--- src/rtl/display_in_pkg.sv ---
// Shared definitions for the display link: payload widths, receiver state
// encoding and the BCD nibble check used by every BCD consumer.
package display_pkg;

    localparam int BCD_W   = 16;
    localparam int SEG_W   = 32;
    localparam int FRAME_W = BCD_W + SEG_W;
    localparam int CNT_W   = 6;

    typedef enum logic [2:0] {
        IDLE,
        SHIFT,
        CHECK,
        DRAIN,
        ERR
    } state_t;

    function automatic logic nibbleValid(input logic [3:0] nib);
        return (nib <= 4'd9);
    endfunction

endpackage

--- src/rtl/display_in_if.sv ---
// Serial side and decoded side of the display link receiver, bundled so the
// receiver and whatever drives it share one port list.
interface display_if;
    import display_pkg::*;

    logic             enable;
    logic             data_in;
    logic             data_valid;
    logic [BCD_W-1:0] bcd_out;
    logic [SEG_W-1:0] segment_out;
    logic             frame_ready;
    logic             frame_error;
    logic             busy;

    modport master (
        output enable, data_in, data_valid,
        input  bcd_out, segment_out, frame_ready, frame_error, busy
    );

    modport slave (
        input  enable, data_in, data_valid,
        output bcd_out, segment_out, frame_ready, frame_error, busy
    );

endinterface

--- src/rtl/display_in_bcd_check.sv ---
// Combinational BCD sanity check: flags a word in which any nibble is above 9.
module bcd_check
    import display_pkg::*;
(
    input  logic [BCD_W-1:0] bcd_i,
    output logic             bad_o
);

    always_comb begin
        bad_o = 1'b0;
        for (int i = 0; i < BCD_W / 4; i++) begin
            if (!nibbleValid(bcd_i[i*4 +: 4])) begin
                bad_o = 1'b1;
            end
        end
    end

endmodule

--- src/rtl/display_in.sv ---
// Display link receiver: deserializes a 48-bit MSB-first frame, validates the
// BCD half and publishes both words with one-cycle ready/error pulses.
module display_in
    import display_pkg::*;
(
    input  logic      clk,
    input  logic      reset,
    display_if.slave  link
);

    localparam logic [CNT_W-1:0] LAST_BIT = CNT_W'(FRAME_W - 1);

    state_t             state_q;
    logic [FRAME_W-1:0] shift_q;
    logic [FRAME_W-1:0] shift_d;
    logic [CNT_W-1:0]   cnt_q;
    logic [CNT_W-1:0]   cnt_d;
    logic [BCD_W-1:0]   bcd_q;
    logic [SEG_W-1:0]   seg_q;
    logic               ready_q;
    logic               error_q;
    logic               busy_q;
    logic               pend_q;
    logic               ovrDone_q;
    logic               bcdBad;

    assign shift_d = {shift_q[FRAME_W-2:0], link.data_in};
    assign cnt_d   = cnt_q + 1'b1;

    bcd_check u_bcd_check (
        .bcd_i (shift_q[FRAME_W-1 -: BCD_W]),
        .bad_o (bcdBad)
    );

    // Pulses clear every cycle; everything else only moves while enable is high.
    always_ff @(posedge clk) begin
        if (!reset) begin
            state_q   <= IDLE;
            shift_q   <= '0;
            cnt_q     <= '0;
            bcd_q     <= '0;
            seg_q     <= '0;
            ready_q   <= 1'b0;
            error_q   <= 1'b0;
            busy_q    <= 1'b0;
            pend_q    <= 1'b0;
            ovrDone_q <= 1'b0;
        end else begin
            ready_q <= 1'b0;
            error_q <= 1'b0;
            if (link.enable) begin
                unique case (state_q)
                    IDLE: begin
                        if (link.data_valid) begin
                            shift_q <= shift_d;
                            cnt_q   <= cnt_d;
                            busy_q  <= 1'b1;
                            state_q <= SHIFT;
                        end
                    end
                    SHIFT: begin
                        if (link.data_valid) begin
                            shift_q <= shift_d;
                            if (cnt_q == LAST_BIT) begin
                                cnt_q   <= '0;
                                state_q <= CHECK;
                            end else begin
                                cnt_q <= cnt_d;
                            end
                        end else begin
                            cnt_q   <= '0;
                            error_q <= 1'b1;
                            state_q <= ERR;
                        end
                    end
                    // A bit arriving during CHECK is remembered so DRAIN reports it.
                    CHECK: begin
                        pend_q    <= link.data_valid;
                        ovrDone_q <= 1'b0;
                        if (bcdBad) begin
                            error_q <= 1'b1;
                            state_q <= ERR;
                        end else begin
                            bcd_q   <= shift_q[FRAME_W-1 -: BCD_W];
                            seg_q   <= shift_q[SEG_W-1:0];
                            ready_q <= 1'b1;
                            busy_q  <= 1'b0;
                            state_q <= DRAIN;
                        end
                    end
                    ERR: begin
                        shift_q   <= '0;
                        busy_q    <= 1'b0;
                        pend_q    <= 1'b0;
                        ovrDone_q <= 1'b1;
                        state_q   <= link.data_valid ? DRAIN : IDLE;
                    end
                    DRAIN: begin
                        if (!ovrDone_q && (pend_q || link.data_valid)) begin
                            error_q   <= 1'b1;
                            ovrDone_q <= 1'b1;
                        end
                        pend_q <= 1'b0;
                        if (!link.data_valid) begin
                            state_q <= IDLE;
                        end
                    end
                    default: state_q <= IDLE;
                endcase
            end
        end
    end

    assign link.bcd_out     = bcd_q;
    assign link.segment_out = seg_q;
    assign link.frame_ready = ready_q;
    assign link.frame_error = error_q;
    assign link.busy        = busy_q;

endmodule

--- src/flat_wrapper.sv ---
// flat-port wrapper written by rule: the top's interface ports become plain ports
module display_in_flat import display_pkg::*;
  (clk, reset, link_enable, link_data_in, link_data_valid, link_bcd_out, link_segment_out, link_frame_ready, link_frame_error, link_busy);
  display_if link_i ();
  input  logic clk;
  input  logic reset;
  input wire logic [$bits(link_i.enable)-1:0] link_enable;
  input wire logic [$bits(link_i.data_in)-1:0] link_data_in;
  input wire logic [$bits(link_i.data_valid)-1:0] link_data_valid;
  output wire logic [$bits(link_i.bcd_out)-1:0] link_bcd_out;
  output wire logic [$bits(link_i.segment_out)-1:0] link_segment_out;
  output wire logic [$bits(link_i.frame_ready)-1:0] link_frame_ready;
  output wire logic [$bits(link_i.frame_error)-1:0] link_frame_error;
  output wire logic [$bits(link_i.busy)-1:0] link_busy;
  assign link_i.enable = link_enable;
  assign link_i.data_in = link_data_in;
  assign link_i.data_valid = link_data_valid;
  assign link_bcd_out = link_i.bcd_out;
  assign link_segment_out = link_i.segment_out;
  assign link_frame_ready = link_i.frame_ready;
  assign link_frame_error = link_i.frame_error;
  assign link_busy = link_i.busy;
  display_in u_core (.clk(clk), .reset(reset), .link(link_i));
endmodule
--- config.mk ---
export PLATFORM = sky130hd
export DESIGN_NAME = display_in_flat
export DESIGN_NICKNAME = d
export VERILOG_FILES = /design/src/rtl/display_in_pkg.sv /design/src/rtl/display_in_if.sv /design/src/rtl/display_in_bcd_check.sv /design/src/rtl/display_in.sv /design/src/flat_wrapper.sv
export SDC_FILE = /design/constraint.sdc
export NUM_CORES = 1
export LEC_CHECK = 0
export CAP_MARGIN = 40
export CELL_PAD_IN_SITES_DETAIL_PLACEMENT = 1
export CELL_PAD_IN_SITES_GLOBAL_PLACEMENT = 1
export CORE_AREA = 4 4 127 105
export DETAILED_ROUTE_END_ITERATION = 10
export DIE_AREA = 0 0 131 109
export GPL_TIMING_DRIVEN = 0
export PLACE_DENSITY = 0.72
export SLEW_MARGIN = 30
export SYNTH_ARGS = -nofsm -noshare
export SYNTH_HDL_FRONTEND = slang
export SYNTH_SLANG_ARGS = --single-unit
export TNS_END_PERCENT = 20
--- constraint.sdc ---
create_clock -name clk -period 1.85 [get_ports clk]
set_clock_uncertainty 0.2 [all_clocks]
set_input_delay 0.185 -clock clk [delete_from_list [all_inputs] [get_ports clk]]
set_output_delay 0.185 -clock clk [all_outputs]
set_load 0.01 [all_outputs]
==> results of run 1 <==
final timing paths:
kind,endpoint,startpoint,cells past startpoint
setup / recovery,u_core.link.segment_out[12],u_core.shift_q[42],6
hold / removal,u_core.shift_q[0],link_data_in,3
setup reg to reg,u_core.link.segment_out[12],u_core.shift_q[42],6
hold reg to reg,u_core.link.bcd_out[3],u_core.link.bcd_out[3],2
cell type report:
| class | count | share of cell area, % |
|---|---|---|
| clock buffer | 13 | 4.52 |
| timing repair buffer | 66 | 11.8 |
| sequential | 110 | 38.5 |
| buffer | 38 | 4.52 |
| tap | 152 | 3.30 |
| inverter | 3 | 0.196 |
| clock inverter | 3 | 0.739 |
| multi-input combinational | 362 | 36.4 |
state kept, by name, indices dropped and copies added, names as in the netlist:
| register | cells |
|---|---|
| u_core.shift_q | 48 |
| u_core.link.segment_out | 32 |
| u_core.link.bcd_out | 16 |
| u_core.cnt_q | 6 |
| u_core.state_q | 3 |
| u_core.link.busy | 1 |
| u_core.link.frame_error | 1 |
| u_core.link.frame_ready | 1 |
| u_core.ovrDone_q | 1 |
| u_core.pend_q | 1 |
synth_stat cells (2+ instances only):
master      n  area, um2
nand2_1   145        544
dfxtp_1   110       2200
a21oi_1    50        250
mux2i_1    49        490
nand3_1    47        235
clkbuf_1   24       90.1
nor2_1     15       56.3
buf_2       9       45.0
o21ai_0     8       40.0
nand2b_1    5       31.3
o21ai_1     5       25.0
a22oi_1     4       30.0
buf_1       4       15.0
a211oi_1    3       22.5
nor3_1      3       15.0
xnor2_1     3       26.3
a31oi_1     2       12.5
inv_1       2       7.51
nor3b_1     2       15.0
nor4_1      2       12.5
cell families after synthesis:
family	after synthesis	share of synthesized area, %
buffers and inverters	43	4.24
DFF	110	50.4
muxes	49	11.2
AOI/OAI and AO/OA	80	10.4
xor gates and xnor gates	3	0.602
adders and majority gates	1	0.286
and+or+nand+nor	229	22.8
routing by layer:
layer | GRT usage [%] | vias up | wire [um]
li1 | - | 1890 | -
met1 | 23.1 | 1911 | 5890
met2 | 27.4 | 71 | 5770
met3 | 4.06 | 15 | 427
met4 | 6.02 | 0 | 167
met5 | 0 | - | 0
stage by stage:
stage               worst slack (ns)  cells  total power, W  setup TNS [ns]
finish                       -0.0528    747         0.00473          -0.783
global route                  -0.123    747         0.00491           -4.38
CTS                         -0.00964    745         0.00474        -0.00964
detailed placement            -0.676    722         0.00271          -50.66
global placement              -0.686    722         0.00271          -48.63
floorplan                     0.0760    515         0.00262               0
power by group through the flow:
stage                     clock (W)  sequential [W]  combinational (W)
final                       0.00201         0.00240           0.000325
after detailed placement          0         0.00244           0.000270
after global routing        0.00216         0.00240           0.000357
after global placement            0         0.00244           0.000264
after floorplan                   0         0.00244           0.000181
after CTS                   0.00205         0.00239           0.000299
repair_timing:
action,4_1_cts,5_1_grt
setup buffers,8,1
pin swaps,4,7
hold endpoints to repair,0,0
resized for setup,34,53
gates cloned,0,2
endpoints found under the setup margin,99,89
worst max-delay path: cells and delay by family, from the launching register on:
kind,cells,cell delay (ns)
AO/OA/AOI/OAI,1,0.17
flip-flops,1,0.34
multiplexers,1,0.17
AND/OR/NAND/NOR,2,0.57
buffers and inverters,2,0.37
==> flow_summary.yaml, run 1 <==
clocking:
  cts_max_level: 3
  cts_hold_buf: 0
  clockBufferDepth: 2
  clkTransAtPathRegs_ns: 0.07
  clock_latency_ns: 0.35
  cts-buffers-inserted: 9
  cts_root_buffer: "clkbuf_16"
  cts_tree: "done"
  cts.sink_count: 110
synthesis:
  yosys_warnings: 0
  syn-cell-area_um2: 4370
  synth_nets: 521
  synth_flop_cell: "dfxtp_1"
  ys_types: 43
  ys_seq_elements: 110
  synth-async-reset-ratio_pct: 0
  yosysSeqAreaShare_pct: 50.4
  synth_cells: 515
  avgSynthCellArea_um2: 8.48
  synth_edf_count: 0
status:
  status: "finished with violations"
  violations: "setup timing"
placed_design:
  dpl.hpwl_mm: 8.09
  placed_area_um2: 5110
  place_congestion: 0.830
  portBuffers: 55
final_layout:
  antennaDiodeCount: 0
  nets: 596
  layout_commonest_cell: "nand2_1"
  utilization_pct: 47.9
  fill_cells: 1364
  stdcell_area_um2: 5760
  final_cell_mix: "nand2_1, dfxtp_1, clkdlybuf4s50_1"
  register_area_um2: 2220
  drive_gt1_share_pct: 13.9
  multiInputGateArea_um2: 2100
  area_growth_pct: 31.8
setup_path:
  rrSetupSlack_ns: -0.05
  worst_setup_path_start_kind: "flip-flop"
  path_max_fanout: 5
  cp.arrival_ns: 1.98
  path_class: "reg2reg"
  cp_slowest_cell: "nor4_4"
  worstPathCellList: "o21ai_2 > nand4_1 > nor4_4 > buf_6 > clkbuf_16 > mux2i_1"
  crit_required_ns: 1.93
  endpoint_kind: "flip-flop"
  critPathMaxStageDelay_ns: 0.36
sta:
  slew_headroom_pct: 66.3
  min_period_ns: 1.90
  final_hold_viol_count: 0
  fmax_mhz: 526
  slew_violations: 0
  rsz0062_at_grt: "yes"
  period_share_pct: 103
  whs_ns: 0.241
  tightest_slew_ns: 0.506
  finalSetupViolCount: 33
  worst_slack_ns: -0.0528
power:
  leakagePower_nw: 1.80
  intPower_w: 0.00361
  p_comb_share_pct: 6.9
  vdd_ir_drop_max_mv: 0.430
  switching_share_pct: 23.6
  clkPwrFrac_pct: 42.4
  p_per_area_nw_per_um2: 821
  power_frac_seq_pct: 50.7
  p_sw_w: 0.00111
drt:
  drc_errors: 0
  finalWirelength_mm: 12.3
  dr.pass1.iters: 4
  num_vias: 3887
  via_per_inst: 5.20
  antenna_left: 0
  avgRoutedWirePerCell_um: 16.4
  drt_iter0_markers: 220
global_route:
  antenna_found_initial: 0
  grt_max_degree: 17
  first_global_vias: 3922
  grt_pass1_wl_mm: 19.6
  grt_use_total_pct: 17.3
  grt_overflow: 0
floorplanning:
  rows: 36
  die-area_um2: 14300
  core_um2: 12000
  dieHeight_um: 109
  fp.dieW_um: 131
  start_util_pct: 36.3
  io_pins: 56
flow_run:
  cap_violations: 0
worst_hold_path:
  hold_class: "in2reg"
No activity file was read; power rests on OpenSTA's default activity.
==> run 2, diff against run 1 <==
--- a/config.mk
+++ b/config.mk
@@ -8,11 +8,12 @@
 export CAP_MARGIN = 40
 export CELL_PAD_IN_SITES_DETAIL_PLACEMENT = 1
 export CELL_PAD_IN_SITES_GLOBAL_PLACEMENT = 1
-export CORE_AREA = 4 4 127 105
+export CORE_AREA = 4 4 120 99
 export DETAILED_ROUTE_END_ITERATION = 10
-export DIE_AREA = 0 0 131 109
-export GPL_TIMING_DRIVEN = 0
-export PLACE_DENSITY = 0.72
+export DIE_AREA = 0 0 124 103
+export DONT_BUFFER_PORTS = 1
+export PLACE_DENSITY = 0.7
+export RECOVER_POWER = 100
 export SLEW_MARGIN = 30
 export SYNTH_ARGS = -nofsm -noshare
 export SYNTH_HDL_FRONTEND = slang
==> run 2 against run 1 <==
Net effect:
- the flow finishes with violations (hold timing, setup timing)
- sequential power barely moved
- cell count shrank 5.1%
- utilization up 4.3 points
- critical path depth did not move
- power shrank 3.0%
- largest cell class unchanged
- largest power group unchanged
==> flow_summary.yaml, run 2 (synthesis gave the netlist of run 1 again) <==
status:
  status: "finished with violations"
  violations: "hold timing, setup timing"
drt:
  drc_errors: 0
  dr.pass1.iters: 4
  num_vias: 3850
  avgRoutedWirePerCell_um: 18.3
  via_per_inst: 5.43
  finalWirelength_mm: 13.0
  drt_iter0_markers: 176
  antenna_left: 0
placed_design:
  place_congestion: 0.799
  place_ws_ns: -0.0847
  dpl.hpwl_mm: 6.92
  portBuffers: 0
setup_path:
  cp.arrival_ns: 1.94
  rrSetupSlack_ns: -0.01
  worst_setup_path_start_kind: "flip-flop"
  path_max_fanout: 7
  endpoint_kind: "flip-flop"
  crit_required_ns: 1.93
  r2r_cells: 6
  path_class: "reg2reg"
clocking:
  cts_root_buffer: "clkbuf_16"
  clock_latency_ns: 0.35
  cts_max_level: 3
  clkTransAtPathRegs_ns: 0.08
  cts_tree: "done"
  clockBufferDepth: 2
  cts.sink_count: 110
  cts-buffers-inserted: 9
power:
  leakagePower_nw: 1.70
  p_per_area_nw_per_um2: 823
  vdd_ir_drop_max_mv: 0.516
sta:
  rsz0062_at_grt: "yes"
  whs_ns: -0.00255
  finalSetupViolCount: 2
  slew_violations: 0
  fmax_mhz: 537
  slew_headroom_pct: 68.8
  min_period_ns: 1.86
  finalSetupTns_ns: -0.0178
  worst_slack_ns: -0.0112
  final_hold_viol_count: 1
  tightest_slew_ns: 0.463
  period_share_pct: 101
final_layout:
  layout_commonest_cell: "nand2_1"
  final_cell_mix: "nand2_1, dfxtp_1, a21oi_1"
  regMostFlops: "u_core.shift_q"
  area_growth_pct: 27.5
  fill_cells: 1250
  nets: 566
  largest_reg_flops: 48
  antennaDiodeCount: 0
  drive_gt1_share_pct: 13.3
global_route:
  antenna_found_initial: 0
  first_global_vias: 4095
  grt_pass1_wl_mm: 20.9
  grt_max_degree: 67
  grt_use_total_pct: 20.7
  grt_overflow: 0
worst_hold_path:
  whs_path_depth: 3
  hold_class: "in2reg"
floorplanning:
  core_um2: 10700
  fp.dieW_um: 124
  rows: 34
  io_pins: 56
  die-area_um2: 12800
  dieHeight_um: 103
  start_util_pct: 40.9
flow_run:
  cap_violations: 0
run 2: cell types whose count changed in the layout (fill, tap and decap cells not counted), sizes merged:
cell,change
bufinv,-1
buf,+9
clkinv,+3
inv,+1
dlygate4sd3,+39
clkdlybuf4s50,-55
clkbuf,-26
run 2: path summary, 6_finish.rpt:
kind | start | endpoint
setup / recovery | u_core.shift_q[33] | u_core.link.segment_out[6]
setup reg to reg | u_core.shift_q[33] | u_core.link.segment_out[6]
hold / removal | link_data_valid | u_core.cnt_q[1]
hold reg to reg | u_core.shift_q[16] | u_core.shift_q[16]
run 2: where the power goes:
group | switching (W) | internal [W]
logic | 0.000190 | 0.000103
clock network | 0.000935 | 0.000962
registers | 0.0000174 | 0.00238
total | 0.00114 | 0.00344
run 2: area by class of cell:
| cell class | count | area, um2 | share of cell area (%) |
|---|---|---|---|
| Sequential cell | 110 | 2210 | 39.7 |
| Multi-Input combinational cell | 362 | 2050 | 36.9 |
| Timing Repair Buffer | 74 | 827 | 14.9 |
| Clock buffer | 10 | 239 | 4.29 |
| Tap cell | 144 | 180 | 3.24 |
| Clock inverter | 6 | 46.3 | 0.831 |
| Inverter | 3 | 11.3 | 0.202 |
run 2: worst max-delay path, stage by stage, from the launching register on:
cell and delay, ns:
dfxtp_2 0.34, o21ai_4 0.17, nand4_1 0.17, nor4_4 0.31
buf_6 0.20, clkbuf_16 0.19, mux2i_1 0.21
run 2: repair_timing:
item / 4_1_cts / 5_1_grt
pin swaps: 3 / 7
resized for setup: 5 / 24
setup buffers: 3 / 0
cloned: 1 / 2
hold buffers: 40 / 0
hold endpoints to repair: 66 / 0
setup endpoints to repair: 51 / 100
run 2: metal layers:
layer  GRT usage [%]  wire length, um  vias to the layer above
li1                -                -                     1837
met1            25.0             5770                     1936
met2            35.1             6370                       64
met3            6.14              650                       13
met4            7.58              156                        0
met5               0                0                        -
run 2: through the flow:
stage | power (W) | util, % | instances | instance area, um2
6_report | 0.00459 | 52.2 | 709 | 5570
5_1_grt | 0.00476 | 52.2 | 709 | 5570
4_1_cts | 0.00461 | 51.0 | 707 | 5440
3_5_place_dp | 0.00268 | 43.8 | 647 | 4680
3_3_place_gp | 0.00268 | 43.8 | 647 | 4680
2_1_floorplan | 0.00262 | - | 515 | 4370
==> run 3, diff against run 2 <==
--- a/config.mk
+++ b/config.mk
@@ -9,6 +9,7 @@
 export CELL_PAD_IN_SITES_DETAIL_PLACEMENT = 1
 export CELL_PAD_IN_SITES_GLOBAL_PLACEMENT = 1
 export CORE_AREA = 4 4 120 99
+export CTS_CLUSTER_DIAMETER = 40
 export DETAILED_ROUTE_END_ITERATION = 10
 export DIE_AREA = 0 0 124 103
 export DONT_BUFFER_PORTS = 1
==> results of run 3 <==
No change in the layout: final DEF, timing and power equal those of run 2.
